<file path="config.mk">
export PLATFORM = sky130hd
export DESIGN_NAME = cpu_bus_arbiter
export DESIGN_NICKNAME = d
export VERILOG_FILES = /design/src/rtl/cpu_bus_arbiter.sv
export SDC_FILE = /design/constraint.sdc
export NUM_CORES = 1
export LEC_CHECK = 0
export ABC_AREA = 1
export BUFFER_PORTS_ARGS = -buffer_cell sky130_fd_sc_hd__buf_2
export CORE_AREA = 3 3 103 105
export DETAILED_ROUTE_END_ITERATION = 10
export DIE_AREA = 0 0 106 108
export PLACE_DENSITY = 0.82
export SYNTH_ARGS = -nofsm -noshare
export SYNTH_HDL_FRONTEND = slang
export SYNTH_SLANG_ARGS = --single-unit
</file>
<file path="constraint.sdc">
create_clock -name i_clock -period 1.7 [get_ports i_clock]
set_clock_uncertainty 0.15 [all_clocks]
set_input_delay 0.34 -clock i_clock [delete_from_list [all_inputs] [get_ports i_clock]]
set_output_delay 0.34 -clock i_clock [all_outputs]
set_load 0.02 [all_outputs]
</file>
<file path="src/rtl/cpu_bus_arbiter.sv">
// rtl/cpu_bus_arbiter.sv - two-master (ibus/dbus) to one-slave bus arbiter with optional watchdog
module cpu_bus_arbiter #(
    parameter int unsigned TIMEOUT = 0
) (
    input  logic        i_clock,
    input  logic        i_reset,
    input  logic        i_ibus_request,
    output logic        o_ibus_ready,
    input  logic [31:0] i_ibus_address,
    output logic [31:0] o_ibus_rdata,
    input  logic        i_dbus_rw,
    input  logic        i_dbus_request,
    output logic        o_dbus_ready,
    input  logic [31:0] i_dbus_address,
    output logic [31:0] o_dbus_rdata,
    input  logic [31:0] i_dbus_wdata,
    output logic        o_bus_rw,
    output logic        o_bus_request,
    input  logic        i_bus_ready,
    output logic [31:0] o_bus_address,
    input  logic [31:0] i_bus_rdata,
    output logic [31:0] o_bus_wdata,
    output logic        o_fault
);

    typedef enum logic [1:0] {
        IDLE    = 2'd0,
        GRANT_I = 2'd1,
        GRANT_D = 2'd2
    } state_t;

    localparam int unsigned CW = (TIMEOUT > 1) ? $clog2(TIMEOUT) : 1;
    localparam logic [CW-1:0] WD_LAST = CW'((TIMEOUT > 0) ? TIMEOUT - 1 : 0);

    state_t        state;
    state_t        state_next;
    logic          last_d;
    logic [CW-1:0] wd_count;
    logic          granted;
    logic          expire;
    logic          done;
    logic          pick_d;

    always_comb begin
        granted    = (state != IDLE);
        expire     = (TIMEOUT > 0) && granted && !i_bus_ready && (wd_count == WD_LAST);
        done       = granted && (i_bus_ready || expire);
        // On contention the master that did not win last time gets the bus
        pick_d     = i_dbus_request && (!i_ibus_request || !last_d);
        state_next = state;
        case (state)
            IDLE: begin
                if (i_ibus_request || i_dbus_request)
                    state_next = pick_d ? GRANT_D : GRANT_I;
            end
            default: begin
                if (done)
                    state_next = IDLE;
            end
        endcase

        o_ibus_ready = (state == GRANT_I) && done;
        o_dbus_ready = (state == GRANT_D) && done;
        o_ibus_rdata = ((state == GRANT_I) && i_bus_ready) ? i_bus_rdata : 32'h0;
        o_dbus_rdata = ((state == GRANT_D) && i_bus_ready) ? i_bus_rdata : 32'h0;
        o_fault      = expire;
    end

    always_ff @(posedge i_clock or negedge i_reset) begin
        if (!i_reset) begin
            state         <= IDLE;
            last_d        <= 1'b1;
            o_bus_request <= 1'b0;
            o_bus_rw      <= 1'b0;
            o_bus_address <= 32'h0;
            o_bus_wdata   <= 32'h0;
            wd_count      <= '0;
        end else begin
            state <= state_next;
            if (state == IDLE && state_next != IDLE) begin
                o_bus_request <= 1'b1;
                wd_count      <= '0;
                if (state_next == GRANT_D) begin
                    o_bus_rw      <= i_dbus_rw;
                    o_bus_address <= i_dbus_address;
                    o_bus_wdata   <= i_dbus_wdata;
                end else begin
                    o_bus_rw      <= 1'b0;
                    o_bus_address <= i_ibus_address;
                    o_bus_wdata   <= 32'h0;
                end
            end else if (done) begin
                o_bus_request <= 1'b0;
                last_d        <= (state == GRANT_D);
                wd_count      <= '0;
            end else if (granted) begin
                wd_count <= wd_count + 1'b1;
            end
        end
    end

endmodule

</file>
==> results.json, run 1 <==
{
  "cts_buffers": 9,
  "violations": "negative setup slack",
  "clock_sinks": 69,
  "nets": 956,
  "peakVddDrop_v": 0.000992,
  "intPower_uw": 5960,
  "outcome": "finished, violations left",
  "coreArea_um2": 9730,
  "period_needed_ps": 2030,
  "min_path_cells": 3,
  "grt_pass1_vias": 4143,
  "cts.root.buffer_cell": "clkbuf_8",
  "setup_violations": 68,
  "io_buffers": 265,
  "wirelength_mm": 14.9,
  "r2r_slack_ps": -20,
  "wl_per_cell_um": 15.5,
  "grt_pass1_wl_mm": 20.7,
  "overflow": 0,
  "drtIter0Drc": 262,
  "yosys-top-cells-area": "dfrtp_1 (46%), inv_1 (14%), nand2_1 (13%), nor2_1 (6.9%), nand4_1 (5.4%)",
  "die_area_um2": 11400,
  "die_w_um": 106,
  "drive_gt1_share_pct": 48.4,
  "cp.required_ps": 1210,
  "worst_path_max_delay_cell": "dfrtp_2",
  "clkLatencyLatePin_ps": 320,
  "ys_seq_elements": 69,
  "timing.final.crit_share_pct": 119,
  "antenna_found_initial": 0,
  "synth_common_cells": "inv_1 (136), nand2_1 (134), nor2_1 (69), dfrtp_1 (68), o21ai_0 (34)",
  "rr_worst_depth": 9,
  "synthCells": 546,
  "async_flop_share_pct": 100,
  "synth_edf_count": 0,
  "h-tree-depth": 3,
  "yosysMostFrequentCell": "inv_1",
  "drt-pass1-iter-count": 4,
  "drc": 0,
  "timing.final.ws_setup_ps": -330,
  "max_freq_mhz": 493,
  "dr_total_vias": 4532,
  "grtUsageTotal_pct": 22.9,
  "utilization_pct": 66.7,
  "p_switching_uw": 5130,
  "hold_violations": 0,
  "fin_tns_setup_ps": -16020,
  "dpl.hpwl_mm": 9.78,
  "ys.flop_type": "dfrtp_1",
  "synth_top_area_cell": "dfrtp_1",
  "crit_fanout": 11,
  "syn_area_um2": 3740,
  "powerDensity_nw_per_um2": 1710,
  "ys_warn_count": 0,
  "ys_seq_area_share_pct": 46.2,
  "cap_violations": 0,
  "hold_path.class": "input pin to flip-flop",
  "switching_share_pct": 46.3,
  "synthesis.nets": 680,
  "slowest_delay_ps": 390,
  "synth_top_area_share_pct": 45.5,
  "antennaDiodeCount": 0,
  "grt_max_degree": 70,
  "cts_tree": "built",
  "ioPinCount": 267,
  "cp_common_cell": "buf_6",
  "p_comb_share_pct": 58.5,
  "worstPathArrival_ps": 1540,
  "gp_congestion": 0.832,
  "via_per_inst": 4.72,
  "leakagePower_uw": 0.00389,
  "area_growth_pct": 73.6,
  "clk_path_buf_depth": 2,
  "start_util_pct": 38.4,
  "path_clk_slew_ps": 80,
  "worstSetupEndpointType": "output pin",
  "worstSetupPathType": "flip-flop to output pin",
  "rsz0062_at_grt": "yes",
  "drv_slew": 0,
  "dieHeight_um": 108,
  "cp_cell_sequence": "buf_6 -> nand3_1 -> buf_6 -> nor2_1 -> buf_4",
  "p_clk_share_pct": 15.2,
  "syn_area_per_cell_um2": 6.85,
  "post-place-ws_ps": -41.7,
  "crit_path_start_kind": "flip-flop",
  "synth_cell_type_count": 17,
  "p_total_uw": 11100,
  "drtAntennaViolNets": 0,
  "power_frac_seq_pct": 26.2,
  "row_count": 36
}
[power groups by stage]
stage / clock [µW] / sequential, µW / combinational [µW]
2_1_floorplan: 0 / 3890 / 2460
3_3_place_gp: 0 / 2910 / 5390
3_5_place_dp: 0 / 2920 / 5500
4_1_cts: 1740 / 2910 / 5780
5_1_grt: 1810 / 3010 / 6970
6_report: 1690 / 2910 / 6490
[per-layer routing]
layer	global-route usage (%)	up-vias	share of wire (%)
met5	0	-	0
met4	10.6	0	4.1
met3	6.03	43	8.2
met2	41.5	237	51
met1	25.1	2078	36
li1	-	2174	-
[cell type report]
class | count | area [µm²]
Timing Repair Buffer | 297 | 2030
Fill cell | 764 | 3240
Clock buffer | 11 | 151
Inverter | 136 | 513
Tap cell | 133 | 166
Sequential cell | 69 | 1730
Multi-Input combinational cell | 309 | 1790
Clock inverter | 5 | 106
[timing repair]
item | 4_1_cts | 5_1_grt
resized for setup | 79 | 74
buffers inserted | 3 | 2
cloned | 2 | 5
pin swaps | 1 | 4
hold endpoints to repair | 68 | 0
hold buffers | 1 | 0
endpoints found under the setup margin | 66 | 98
[state kept, by name, summed over array words and instances, names as in the netlist]
name           count
last_d             1
o_bus_request      1
o_bus_rw           1
o_bus_address     32
o_bus_wdata       32
state              2
[worst paths after layout]
path / startpoint / end
min in group asynchronous: i_reset / o_bus_address[10]
worst max register to register: state[0] / o_bus_address[14]
max in group asynchronous: i_reset / last_d
worst max-delay path: state[0] / o_ibus_rdata[29]
worst min register to register: o_bus_address[16] / o_bus_address[16]
worst min-delay path: i_dbus_wdata[11] / o_bus_wdata[11]
[through the flow]
step	cells	hold WS, ps	instance area (µm²)
final	960	100	6490
after global routing	960	81.0	6490
after CTS	953	75.9	6140
after detailed placement	932	240	5570
after global placement	932	235	5570
after floorplan	546	-106	3990
[worst max-delay path: cells and delay by family (launching register included)]
kind	cells	cell delay, ps
flip-flops	1	390
AND/OR/NAND/NOR	2	330
buffers and inverters	3	490
[logic make-up (layout without fill, tap and decap cells)]
kind of cell,count (synthesis),after routing,synth area share [%]
compound gates,34,34,4.55
buf+inv,168,449,17.6
other cells,1,1,0.100
flops,69,69,46.2
simple gates,274,274,31.6
[layout by cell type (no fill, tap or decap), types with 2 or more instances in the layout]
cell / n
inv_1: 134
nor2_1: 37
nand3_1: 12
o21ai_1: 2
buf_2: 207
nand4_1: 32
o21ai_0: 31
clkbuf_16: 3
nand2_1: 110
clkbuf_8: 11
nor2_4: 32
dfrtp_1: 67
buf_16: 2
buf_4: 41
nand2_2: 24
buf_12: 7
bufinv_16: 3
buf_6: 35
nand3_2: 23
Power figures use the tool's default switching activity.
==> inputs of run 2 (changes only) <==
ABC_AREA = default   (was 1)
CORE_AREA = 3 3 101 103   (was 3 3 103 105)
DIE_AREA = 0 0 104 106   (was 0 0 106 108)
PLACE_DENSITY = 0.79   (was 0.82)
==> run 2 against run 1 <==
Effect of this change:
- the run still ends with negative setup slack left
- power is 12% lower
- combinational power is 12% lower
- via count is 21% lower
- global-route usage is 1.8 points lower
- sequential power is 5% lower
- sequential cell count stayed put
- first-iteration DRC count is 26% lower
- critical endpoint is now o_dbus_rdata[24]
==> results.json, run 2 <==
{
  "overflow": 0,
  "cap_violations": 0,
  "drc": 0,
  "antenna_found_initial": 0,
  "clkLatencyLatePin_ps": 320,
  "area_growth_pct": 79.9,
  "row_count": 35,
  "grt_max_degree": 38,
  "io_buffers": 265,
  "design_area_um2": 5820,
  "fin_tns_setup_ps": -21660,
  "wl_per_cell_um": 19.7,
  "nets": 687,
  "worstSetupEndpointType": "output pin",
  "ioPinCount": 267,
  "grt_pass1_wl_mm": 18.6,
  "fillers": 752,
  "crit_fanout": 8,
  "h-tree-depth": 3,
  "powerDensity_nw_per_um2": 1680,
  "gp_congestion": 0.819,
  "setup_violations": 98,
  "drtAntennaViolNets": 0,
  "drv_slew": 0,
  "grt_pass1_vias": 3551,
  "coreArea_um2": 9280,
  "antennaDiodeCount": 0,
  "drt-pass1-iter-count": 4,
  "cp.required_ps": 1210,
  "drive_gt1_share_pct": 67.7,
  "syn_area_per_cell_um2": 11.7,
  "cts.root.buffer_cell": "clkbuf_8",
  "synth_top_area_share_pct": 52.6,
  "timing.final.ws_setup_ps": -341,
  "path_clk_slew_ps": 80,
  "yosys-top-cells-area": "dfrtp_1 (53%), and2_1 (12%), a221o_1 (9.9%), a22o_1 (8.9%), o21a_1 (7.4%)",
  "syn_area_um2": 3240,
  "violations": "negative setup slack",
  "peakVddDrop_v": 0.000758,
  "dr_total_vias": 3573,
  "ys_warn_count": 0,
  "start_util_pct": 34.9,
  "max_freq_mhz": 490,
  "hold_violations": 0,
  "synth_cell_type_count": 21,
  "synth_top_area_cell": "dfrtp_1",
  "crit_path_start_kind": "flip-flop",
  "async_flop_share_pct": 100,
  "clk_path_buf_depth": 2,
  "synthCells": 277,
  "yosysMostFrequentCell": "dfrtp_1",
  "wirelength_mm": 13.5,
  "rsz0062_at_grt": "yes",
  "dpl_cell_area_um2": 4790,
  "reg_top3": "o_bus_address (32), o_bus_wdata (32), state (2)",
  "die_w_um": 104,
  "hold_path.class": "input pin to flip-flop",
  "period_needed_ps": 2040,
  "grtUsageTotal_pct": 21.1,
  "outcome": "finished, violations left",
  "ys_seq_elements": 69,
  "clock_sinks": 69,
  "synthesis.nets": 411,
  "ys.flop_type": "dfrtp_1",
  "synth_common_cells": "dfrtp_1 (68), and2_1 (64), a22o_1 (33), a221o_1 (32), o21a_1 (32)",
  "worstPathArrival_ps": 1550,
  "synth_edf_count": 0,
  "final_common_cell": "buf_2",
  "dpl.hpwl_mm": 8.20,
  "cts_buffers": 9,
  "ys_seq_area_share_pct": 53.4,
  "via_per_inst": 5.20,
  "worstSetupPathType": "flip-flop to output pin",
  "dieHeight_um": 106,
  "drtIter0Drc": 193,
  "final_cell_mix": "buf_2 (199), buf_6 (68), dfrtp_1 (68), and2_4 (60), a22o_1 (33)",
  "die_area_um2": 11000,
  "leakagePower_uw": 0.00307,
  "cts_tree": "built",
  "timing.final.crit_share_pct": 120
}
==> run 2: changes by cell type in the layout (fill, tap and decap cells not counted), moves of 33 or more <==
cell,change
a22o_1,+33
and2_4,+60
buf_4,-33
buf_6,+33
inv_1,-133
nand2_1,-109
nor2_1,-37
==> run 2: kinds of logic after synthesis <==
group                  share of synthesized area, %
other                                         0.116
AOI/OAI and AO/OA                              27.4
buffers and inverters                          5.22
DFF                                            53.4
and+or+nand+nor                                13.9
==> run 2: critical path, cell delays in order, from the launching register on <==
cell and delay [ps]:
dfrtp_1 430, inv_2 90, and3_4 250, clkbuf_16 180
and2_4 150, buf_6 120
==> run 2: area by class of cell <==
cell class                 count  area (µm²)  area share (%)
inverter                       3        11.3           0.193
tap                          129         161            2.77
clock inverter                 7        72.6            1.25
timing repair buffer         293        2200            37.9
sequential                    69        1730            29.7
clock buffer                   9         124            2.13
multi-input combinational    177        1520            26.1
==> run 2: worst paths after layout <==
path | start | slack [ps] | to | cells past startpoint
worst min register to register | o_bus_wdata[24] | 350 | o_bus_wdata[24] | 1
min in group asynchronous | i_reset | 280 | o_bus_wdata[6] | 2
worst min-delay path | i_dbus_wdata[3] | 70 | o_bus_wdata[3] | 2
max in group asynchronous | i_reset | 580 | last_d | 3
worst max-delay path | state[0] | -340 | o_dbus_rdata[24] | 5
worst max register to register | state[1] | -120 | o_bus_address[30] | 6
==> run 2: per-stage QoR <==
| stage | hold WS (ps) | utilization [%] | setup WS (ps) | instances | total power [µW] |
|---|---|---|---|---|---|
| floorplan | -106 | - | 63.1 | 277 | 5820 |
| global placement | 98.2 | 51.6 | 96.2 | 655 | 7360 |
| detailed placement | 96.5 | 51.6 | 55.7 | 655 | 7480 |
| CTS | 50.8 | 59.5 | -307 | 679 | 9270 |
| global route | 45.7 | 62.7 | -399 | 687 | 10300 |
| finish | 72.0 | 62.7 | -341 | 687 | 9800 |
==> run 2: layer usage <==
| metal | global-route usage [%] | share of wire, % | vias up |
|---|---|---|---|
| li1 | - | - | 1574 |
| met1 | 24.6 | 38 | 1737 |
| met2 | 37.2 | 52 | 224 |
| met3 | 6.31 | 6.9 | 38 |
| met4 | 7.12 | 3.0 | 0 |
| met5 | 0 | 0 | - |
==> run 2: where the power goes <==
group          switching (µW)  internal [µW]  total, µW
registers                 409           2360       2770
clock network             634            682       1320
logic                    2990           2720       5710
total                    4030           5760       9800
==> run 2: timing repair <==
action | in CTS | in global routing
hold endpoints to repair | 9 | 0
gates resized for setup | 140 | 62
pin swaps | 32 | 29
hold buffers | 1 | 0
endpoints found under the setup margin | 66 | 131
setup buffers | 5 | 2
gates cloned | 2 | 7
